**config.mk**
```make
export PLATFORM = sky130hd
export DESIGN_NAME = smul_seq
export DESIGN_NICKNAME = d
export VERILOG_FILES = /design/src/rtl/smul_seq.sv
export SDC_FILE = /design/constraint.sdc
export NUM_CORES = 1
export LEC_CHECK = 0
export ABC_AREA = 1
export CORE_MARGIN = 3
export CORE_UTILIZATION = 30
export CTS_BUF_LIST = sky130_fd_sc_hd__clkbuf_16
export CTS_CLUSTER_SIZE = 28
export DETAILED_ROUTE_END_ITERATION = 6
export PLACE_DENSITY_LB_ADDON = 0.1
export SLEW_MARGIN = 20
export SYNTH_ARGS = -nofsm -noshare
export SYNTH_HDL_FRONTEND = slang
export SYNTH_SLANG_ARGS = --single-unit
```
**constraint.sdc**
```tcl
create_clock -name clk -period 5.5 [get_ports clk]
set_clock_uncertainty 0.15 [all_clocks]
set_input_delay 1.1 -clock clk [delete_from_list [all_inputs] [get_ports clk]]
set_output_delay 1.1 -clock clk [all_outputs]
set_load 0.03 [all_outputs]
```
**src/rtl/smul_seq.sv**
```systemverilog
// Sequential signed shift-add multiplier with go/rdy handshake.
// Produces the full 2*WIDTH-bit signed product plus a saturated WIDTH-bit copy with an overflow flag.
module smul_seq #(
  parameter int WIDTH = 16
) (
  input  logic                 clk,
  input  logic                 rst,
  input  logic                 go,
  input  logic [WIDTH-1:0]     multiplicand,
  input  logic [WIDTH-1:0]     multiplier,
  output logic [2*WIDTH-1:0]   product,
  output logic [WIDTH-1:0]     product_sat,
  output logic                 ovf,
  output logic                 rdy
);

  localparam int PW = 2 * WIDTH;
  localparam int CW = $clog2(WIDTH + 1);

  typedef enum logic [1:0] {
    S_IDLE,
    S_COMPUTE,
    S_NEG,
    S_END
  } state_e;

  state_e          state_q, state_d;
  logic [PW-1:0]   mcand_q, mcand_d;
  logic [WIDTH-1:0] mplier_q, mplier_d;
  logic [PW-1:0]   acc_q, acc_d;
  logic [CW-1:0]   cnt_q, cnt_d;
  logic            neg_q, neg_d;
  logic [PW-1:0]   product_q, product_d;
  logic [WIDTH-1:0] product_sat_q, product_sat_d;
  logic            ovf_q, ovf_d;
  logic            rdy_q, rdy_d;

  logic [WIDTH-1:0] abs_a, abs_b;
  logic [PW-1:0]    signed_res;
  logic [WIDTH:0]   res_top;
  logic             res_fits;
  logic [WIDTH-1:0] res_sat;

  // -2^(WIDTH-1) maps onto itself, which is exactly its unsigned magnitude.
  assign abs_a = multiplicand[WIDTH-1] ? (~multiplicand + WIDTH'(1)) : multiplicand;
  assign abs_b = multiplier[WIDTH-1]   ? (~multiplier + WIDTH'(1))   : multiplier;

  assign signed_res = neg_q ? (~acc_q + PW'(1)) : acc_q;
  // The value fits in WIDTH signed bits only when the top WIDTH+1 bits are all sign copies.
  assign res_top  = signed_res[PW-1:WIDTH-1];
  assign res_fits = (&res_top) | ~(|res_top);
  assign res_sat  = res_fits ? signed_res[WIDTH-1:0]
                  : (signed_res[PW-1] ? {1'b1, {(WIDTH-1){1'b0}}}
                                      : {1'b0, {(WIDTH-1){1'b1}}});

  // NOTE: every _d starts as its _q, so no path through the case leaves a signal unassigned and no latch is inferred.
  always_comb begin
    state_d       = state_q;
    mcand_d       = mcand_q;
    mplier_d      = mplier_q;
    acc_d         = acc_q;
    cnt_d         = cnt_q;
    neg_d         = neg_q;
    product_d     = product_q;
    product_sat_d = product_sat_q;
    ovf_d         = ovf_q;
    rdy_d         = rdy_q;

    case (state_q)
      S_IDLE: begin
        if (go) begin
          mcand_d  = {{WIDTH{1'b0}}, abs_a};
          mplier_d = abs_b;
          neg_d    = multiplicand[WIDTH-1] ^ multiplier[WIDTH-1];
          acc_d    = '0;
          cnt_d    = '0;
          rdy_d    = 1'b0;
          state_d  = S_COMPUTE;
        end
      end
      S_COMPUTE: begin
        if (mplier_q[0]) acc_d = acc_q + mcand_q;
        mcand_d  = mcand_q << 1;
        mplier_d = mplier_q >> 1;
        cnt_d    = cnt_q + CW'(1);
        if (cnt_q == CW'(WIDTH - 1)) state_d = S_NEG;
      end
      S_NEG: begin
        product_d     = signed_res;
        product_sat_d = res_sat;
        ovf_d         = ~res_fits;
        state_d       = S_END;
      end
      S_END: begin
        rdy_d   = 1'b1;
        state_d = S_IDLE;
      end
      default: state_d = S_IDLE;
    endcase
  end

  // NOTE: sequential state uses non-blocking assignments so all flops update together from pre-edge values.
  always_ff @(posedge clk) begin
    if (rst) begin
      state_q       <= S_IDLE;
      mcand_q       <= '0;
      mplier_q      <= '0;
      acc_q         <= '0;
      cnt_q         <= '0;
      neg_q         <= 1'b0;
      product_q     <= '0;
      product_sat_q <= '0;
      ovf_q         <= 1'b0;
      rdy_q         <= 1'b0;
    end else begin
      state_q       <= state_d;
      mcand_q       <= mcand_d;
      mplier_q      <= mplier_d;
      acc_q         <= acc_d;
      cnt_q         <= cnt_d;
      neg_q         <= neg_d;
      product_q     <= product_d;
      product_sat_q <= product_sat_d;
      ovf_q         <= ovf_d;
      rdy_q         <= rdy_d;
    end
  end

  assign product     = product_q;
  assign product_sat = product_sat_q;
  assign ovf         = ovf_q;
  assign rdy         = rdy_q;

endmodule
```
==> impl_metrics.toml, run 1 <==
[run_status]
status = "completed"

[synthesis]
avgSynthCellArea_sq_um = 6.565
yosys.area_share.simple = 0.3080
ys_ff_latch = 138
yosys_warnings = 0
syn_nets = 1439
synthTopCellsByArea = "dfxtp_1, nand2_1, a21oi_1"
synth_top_area_cell = "dfxtp_1"
synth-edff-count = 0
syn_area_sq_um = 8949
synth_xor_area_frac = 0.02447
seq_area_frac_synth = 0.3087
synthAdderAreaFrac = 0.05817
synth_mux_area_frac = 0
synth_compound_area_frac = 0.2251
syn_inst = 1363
async_reset_ff_frac = 0
netlist.area_leader.share = 0.3087
synth_top_family_by_area = "simple AND/OR/NAND/NOR gates"
yosys.cell_types.count = 52
ys.flop_type = "dfxtp_1"

[setup_path]
setup.worst_path.start_class = "flip-flop"
criticalPathCategory = "reg2reg"
reg2reg_depth = 12
crit_required_ns = 5.62
r2r-end = "acc_q[20]"
worstPathMaxFanout = 48
crit_path_start = "state_q[1]"
r2r_slack_ns = 2.11
worstSetupEndpoint = "acc_q[20]"
r2r_start = "state_q[1]"
critPathCaptureType = "flip-flop"
arrival_ns = 3.51

[route]
first_pass_iters = 5
drt-total-wl_um = 27250
top_layer_used = "met4"
wl_met3_um = 908
wl_met1_um = 13900
drtIter0Drc = 554
routedWlPerCell_um = 14.97
dr_wl_met2_um = 12200
dr_total_vias = 8955
drcViolationCount = 0
avgViaCountPerCell = 4.920
ant_nets = 0

[clock_network]
cts_setup_buffers = 0
htree_levels = 4
clk_path_buf_depth = 2
clkTransAtPathRegs_ns = 0.07
cts_tree = "done"
cts_resized = 0
cts_inserted_buffers = 17
clock_sinks = 138
postCtsHoldBufs = 0
cts_root_buffer = "clkbuf_16"
clock_latency_ns = 0.43

[floorplanning]
start_util = 0.3084
dieArea_sq_um = 31940
num_rows = 62
ios = 85
die_w_um = 178.7
core-area_sq_um = 29010
die_h_um = 178.7

[sta]
period_needed_ns = 3.395
slew-limit-headroom = 0.2870
rsz0062_at_grt = "false"
setup_ws_ns = 2.105
worst_pin_slew_ns = 1.070
fin_setup_tns_ns = 0
fmax_mhz = 294.6
timing_hold_violations_final = 0
finalSetupViolations = 0
drv_slew = 0
post-route-period-util = 0.6172

[finish]
syn_to_final_growth_pct = 19.07
seqCellArea_sq_um = 2763
n_antenna_cell = 0
nets = 1499
drive_above_1_share = 0.08357
layout_commonest_cell = "nand2_1"
num-fill-cells = 3141
layout_common_cells = "nand2_1, a21oi_1, nor2_1"
multiInputGateArea_sq_um = 5519

[run]
maxCapViolations = 0

[placed_design]
gp_congestion = 0.8334
numPortBuffers = 84
place_worst_setup_slack_ns = 2.061
post-dp-hpwl_um = 20380

[global_route]
track_usage = 0.1723
antenna_found_initial = 0
grt_pass1_wl_um = 44280
grt_max_degree = 94
grt_pass1_vias = 8356
grt-ovfl-total = 0

[min_path]
hold_path_class = "reg2reg"

[power]
ir_worst_vdd_uv = 216.4
powerDensity_nw_per_um2 = 416.9
p_leak_nw = 4.611
worst max-delay path, cell delays in order, from the launching register on:
cell	delay [ns]
dfxtp_1	0.33
inv_1	0.11
ha_1	0.77
inv_2	0.11
buf_4	0.32
o21ai_2	0.21
buf_4	0.38
nor2_2	0.05
buf_4	0.21
inv_2	0.32
a21oi_1	0.08
o21ai_1	0.09
a21oi_1	0.07
routing by layer:
metal / track usage / up-vias
met2: 0.2789 / 141
met1: 0.2445 / 4111
met4: 0.04221 / 0
met3: 0.01970 / 15
li1: - / 4688
met5: 0 / -
flip-flops by register name (all words and copies together) (netlist names), 2 cells and up:
signal,cells
product,32
mplier_q,16
acc_q,32
cnt_q,5
product_sat,16
mcand_q,32
state_q,2
worst min-delay path by stage:
stage / start / to / cells past startpoint
3_5_place_dp: mplier_q[3] / mplier_q[3] / 2
2_1_floorplan: mplier_q[3] / mplier_q[3] / 2
4_1_cts: mplier_q[6] / mplier_q[6] / 2
6_report: mplier_q[10] / mplier_q[10] / 2
5_1_grt: mplier_q[8] / mplier_q[8] / 2
3_3_place_gp: mplier_q[6] / mplier_q[6] / 2
report_power, final:
part	leakage (nW)	internal (W)	switching [W]
Clock	0.273	0.000595	0.000518
Combinational	3.21	0.000655	0.00129
Sequential	1.12	0.00123	0.000163
logic make-up (layout without fill, tap and decap cells):
logic type | Yosys count | in the layout
buffers and inverters | 168 | 241
AOI/OAI and AO/OA | 358 | 358
and+or+nand+nor | 633 | 633
xor gates and xnor gates | 25 | 25
DFF | 138 | 138
adders and majority gates | 41 | 41
cells in the mapped netlist, drive strengths merged, types with 8 or more instances:
cell type / n
inv: 112
xor2: 14
or2: 9
nand3b: 8
nor2: 166
a21o: 8
ha: 40
clkbuf: 40
nand2: 342
xnor2: 11
o21ai: 123
nand4: 9
dfxtp: 138
a21oi: 180
nor3: 20
o211ai: 25
nand3: 70
buf: 12
through the flow:
stage	power (W)	std cells	instance area, sq um	hold WS (ns)	utilization
3_5_place_dp	0.003372	1788	10100	0.3020	0.3482
3_3_place_gp	0.003361	1788	10100	0.3053	0.3482
5_1_grt	0.004774	1820	10660	0.3392	0.3673
4_1_cts	0.004506	1820	10660	0.3181	0.3673
2_1_floorplan	0.002736	1363	8949	0.2922	-
6_report	0.004442	1820	10660	0.3178	0.3673
layout make-up:
| type | instances | share of cell area |
|---|---|---|
| clock inverters | 15 | 0.01209 |
| multi-input cells | 1057 | 0.5180 |
| inverters | 116 | 0.04086 |
| flip-flops and latches | 138 | 0.2593 |
| well taps | 384 | 0.04509 |
| clock buffers | 17 | 0.03992 |
| repair buffers | 93 | 0.08478 |
Note: power is estimated with default switching activity, not from simulation.
==> inputs of run 2 (changes only) <==
- clock period: 5.5 -> 3 ns (I/O delays scaled with it)
==> run 2 against run 1 <==
Against the previous run: wire length increased by 0.73%; global-route usage grew 0.28 points; register-to-register slack got worse by 1.7 ns; critical endpoint is now product_sat[0]; highest routed layer unchanged.
==> impl_metrics.toml, run 2 (synthesis results as in run 1) <==
[run_status]
status = "completed"

[floorplanning]
die_h_um = 178.7
core-area_sq_um = 29010
die_w_um = 178.7
ios = 85
dieArea_sq_um = 31940
num_rows = 62
start_util = 0.3084

[clock_network]
htree_levels = 4
cts_resized = 0
postCtsHoldBufs = 0
clkTransAtPathRegs_ns = 0.06
cts_setup_buffers = 0
cts_root_buffer = "clkbuf_16"
clk_path_buf_depth = 2
clock_sinks = 138
cts_inserted_buffers = 17
cts_tree = "done"
clock_latency_ns = 0.42

[global_route]
grt_max_degree = 94
grt-ovfl-total = 0
track_usage = 0.1751
grt_pass1_vias = 8401
grt_pass1_wl_um = 44770
antenna_found_initial = 0

[route]
wl_met3_um = 817
ant_nets = 0
drcViolationCount = 0
drt-total-wl_um = 27450
wl_met1_um = 14300
routedWlPerCell_um = 14.97
first_pass_iters = 5
drtIter0Drc = 508
dr_wl_met2_um = 12040
dr_total_vias = 8879
top_layer_used = "met4"
avgViaCountPerCell = 4.844

[finish]
n_antenna_cell = 0
seqCellArea_sq_um = 2763
num-fill-cells = 3165
final-instance-count-excl-fill = 1833
nets = 1513
layout_common_cells = "nand2_1, a21oi_1, nor2_1"
layout_commonest_cell = "nand2_1"
syn_to_final_growth_pct = 20.85
drive_above_1_share = 0.09110
multiInputGateArea_sq_um = 5517

[setup_path]
crit_slowest_cell = "xor2_1"
critPathCaptureType = "flip-flop"
crit_required_ns = 3.15
setup.worst_path.start_class = "flip-flop"
cp_cell_sequence = "nor2_1 > nand2_1 > nor2_4 > nand3_2 > nand2_2 > o211ai_2 > xor2_1 > inv_2 > a21oi_4 > buf_4 > a21oi_1"
arrival_ns = 2.72
worstPathMaxFanout = 15
slowest_delay_ns = 0.44
criticalPathCategory = "reg2reg"

[sta]
fmax_mhz = 389.1
fin_setup_tns_ns = 0
post-route-period-util = 0.8567
drv_slew = 0
worst_pin_slew_ns = 0.5132
finalSetupViolations = 0
timing_hold_violations_final = 0
setup_ws_ns = 0.4298
rsz0062_at_grt = "false"
slew-limit-headroom = 0.6567
period_needed_ns = 2.570

[power]
ir_worst_vdd_uv = 376.6
powerDensity_nw_per_um2 = 773.2
p_leak_nw = 4.703
total_power_w = 0.008362

[placed_design]
place_worst_setup_slack_ns = 0.2235
place_inst = 1802
post-dp-hpwl_um = 20730
numPortBuffers = 84
gp_congestion = 0.9131

[run]
maxCapViolations = 0

[min_path]
hold_path_class = "reg2reg"
[run 2: worst paths after layout]
path | startpoint | endpoint | slack (ns) | depth (start not counted)
setup / recovery | acc_q[2] | product_sat[0] | 0.43 | 11
hold / removal | mplier_q[6] | mplier_q[6] | 0.31 | 2
setup reg to reg | acc_q[2] | product_sat[0] | 0.43 | 11
hold reg to reg | mplier_q[6] | mplier_q[6] | 0.31 | 2
[run 2: layout make-up]
class,count,share of cell area
timing repair buffer,107,0.09441
sequential,138,0.2555
clock buffer,17,0.03934
clock inverter,14,0.01597
multi-input combinational,1057,0.5101
inverter,116,0.04026
tap,384,0.04443
[run 2: layer usage]
| layer | GRT usage | vias to the layer above |
|---|---|---|
| met5 | 0 | - |
| met4 | 0.03994 | 0 |
| met3 | 0.02160 | 20 |
| met2 | 0.2778 | 132 |
| met1 | 0.2534 | 4015 |
| li1 | - | 4712 |
[run 2: critical path: cells and delay by family (launching register included)]
family / cells / cell delay [ns]
buffers and inverters: 2 / 0.38
DFF: 1 / 0.38
and+or+nand+nor: 5 / 0.75
xor gates and xnor gates: 1 / 0.44
AOI/OAI and AO/OA: 3 / 0.34
[run 2: where the power goes]
part,internal [W],switching [W]
logic,0.00126,0.00237
registers,0.00225,0.000305
clock network,0.00131,0.000869
total,0.00482,0.00354
[run 2: per-stage QoR]
stage | hold slack, ns | instance area [sq um] | utilization
final | 0.3146 | 10810 | 0.3727
after global routing | 0.3258 | 10810 | 0.3727
after CTS | 0.3161 | 10810 | 0.3727
after detailed placement | 0.3066 | 10220 | 0.3521
after global placement | 0.3045 | 10220 | 0.3521
after floorplan | 0.2922 | 8949 | -
==> inputs of run 3 (changes only) <==
- clock period: 3 -> 3.2 ns (I/O delays scaled with it)
==> run 3 against run 2 <==
Against the previous run: global-route usage rose by 0.14 points; clock-buffer cell count unchanged; sequential share of layout area hardly changed; register-to-register slack better by 0.13 ns; fmax fell by 2.8%; cell area decreased by 0.18%; clock power is 7% lower; critical path type unchanged.
==> impl_metrics.toml, run 3 (synthesis results as in run 1) <==
[floorplanning]
ios = 85
die_h_um = 178.7
core-area_sq_um = 29010
num_rows = 62
die_w_um = 178.7
dieArea_sq_um = 31940
start_util = 0.3084

[global_route]
grt_pass1_vias = 8420
grt-ovfl-total = 0
grt_max_degree = 94
antenna_found_initial = 0
track_usage = 0.1765
grt_pass1_wl_um = 45180

[sta]
drv_slew = 0
fin_setup_tns_ns = 0
period_needed_ns = 2.645
fmax_mhz = 378.1
worst_pin_slew_ns = 0.7559
finalSetupViolations = 0
rsz0062_at_grt = "false"
slew-limit-headroom = 0.4955
post-route-period-util = 0.8265
timing_hold_violations_final = 0
setup_ws_ns = 0.5552

[setup_path]
slowest_delay_ns = 0.44
setup.worst_path.start_class = "flip-flop"
crit_buf_inv = 3
criticalPathCategory = "reg2reg"
cpLargestDelayFamily = "adder cells"
crit_slowest_cell = "dfxtp_1"
critPathCaptureType = "flip-flop"
crit_cells = 14
worstPathMaxFanout = 5
arrival_ns = 2.78
crit_required_ns = 3.33
cp_cell_sequence = "ha_1 > inv_1 > fa_1 > inv_1 > nand2_1 > o21ai_0 > buf_4 > nand3_1 > nand3_1 > nand2_1 > nand3b_1 > a21oi_1 > o21ai_1 > a21oi_1"
reg2reg_depth = 14

[placed_design]
numPortBuffers = 84
gp_congestion = 0.8528
post-dp-hpwl_um = 20700
placed_area_sq_um = 10210
place_worst_setup_slack_ns = 0.3007

[finish]
fin_util = 0.3720
n_antenna_cell = 0
syn_to_final_growth_pct = 20.62
layout_common_cells = "nand2_1, a21oi_1, nor2_1"
drive_above_1_share = 0.08984
layout_commonest_cell = "nand2_1"
design_area_sq_um = 10790
nets = 1510

[route]
drtIter0Drc = 529
dr_total_vias = 8967
avgViaCountPerCell = 4.897
ant_nets = 0
drt-total-wl_um = 27470
routedWlPerCell_um = 15.00
drcViolationCount = 0
first_pass_iters = 7

[power]
comb_power_share = 0.434
ir_worst_vdd_uv = 382.0
p_leak_nw = 4.681
powerDensity_nw_per_um2 = 724.3
power.switching_w = 0.003363
p_sw_frac = 0.4302
internal_power_w = 0.004455
seqPwrFrac = 0.307
clock_power_share = 0.258

[clock_network]
cts_setup_buffers = 0
cts_resized = 0
cts_tree = "done"
clock_latency_ns = 0.43
clkTransAtPathRegs_ns = 0.06
clock_sinks = 138
htree_levels = 4
cts_root_buffer = "clkbuf_16"
clk_path_buf_depth = 2
cts_inserted_buffers = 17
postCtsHoldBufs = 0

[min_path]
holdPathStages = 2
hold_path_class = "reg2reg"

[run]
maxCapViolations = 0

[run_status]
status = "completed"
==> run 3: metrics by stage <==
stage                     std cells  hold slack [ns]  total power [W]
after floorplan                1363           0.2922         0.004702
after global routing           1831           0.3394         0.008398
final                          1831           0.3176         0.007818
after detailed placement       1799           0.3097         0.005878
after global placement         1799           0.3055         0.005867
after CTS                      1831           0.3202         0.007937
==> run 3: area by class of cell <==
type	instances	area [sq um]
clock inverters	15	162.7
repair buffers	104	1011
multi-input cells	1057	5517
well taps	384	480.5
fillers	3145	18220
flip-flops and latches	138	2763
inverters	116	435.4
clock buffers	17	425.4
==> run 3: path summary, 6_finish.rpt <==
kind | startpoint | slack [ns] | endpoint
worst max register to register | acc_q[0] | 0.56 | acc_q[28]
worst min-delay path | mplier_q[14] | 0.32 | mplier_q[14]
worst max-delay path | acc_q[0] | 0.56 | acc_q[28]
worst min register to register | mplier_q[14] | 0.32 | mplier_q[14]
==> run 3: layer usage <==
| metal | global-route usage | vias up | routed length [um] |
|---|---|---|---|
| met4 | 0.03636 | 0 | 168 |
| met1 | 0.2561 | 4083 | 13970 |
| met5 | 0 | - | 0 |
| li1 | - | 4699 | - |
| met2 | 0.2765 | 173 | 12270 |
| met3 | 0.02795 | 12 | 1063 |
==> run 3: tightest hold or removal path: stages (launching register included) <==
cell	delay [ns]
dfxtp_1	0.31
nand2_1	0.06
a21oi_1	0.05
==> run 3: power by group through the flow <==
| stage | clock network [W] | registers, W | logic, W |
|---|---|---|---|
| 6_report | 0.00202 | 0.00240 | 0.00340 |
| 5_1_grt | 0.00215 | 0.00245 | 0.00380 |
| 4_1_cts | 0.00209 | 0.00241 | 0.00344 |
| 3_5_place_dp | 0 | 0.00244 | 0.00344 |
| 3_3_place_gp | 0 | 0.00244 | 0.00342 |
| 2_1_floorplan | 0 | 0.00273 | 0.00197 |
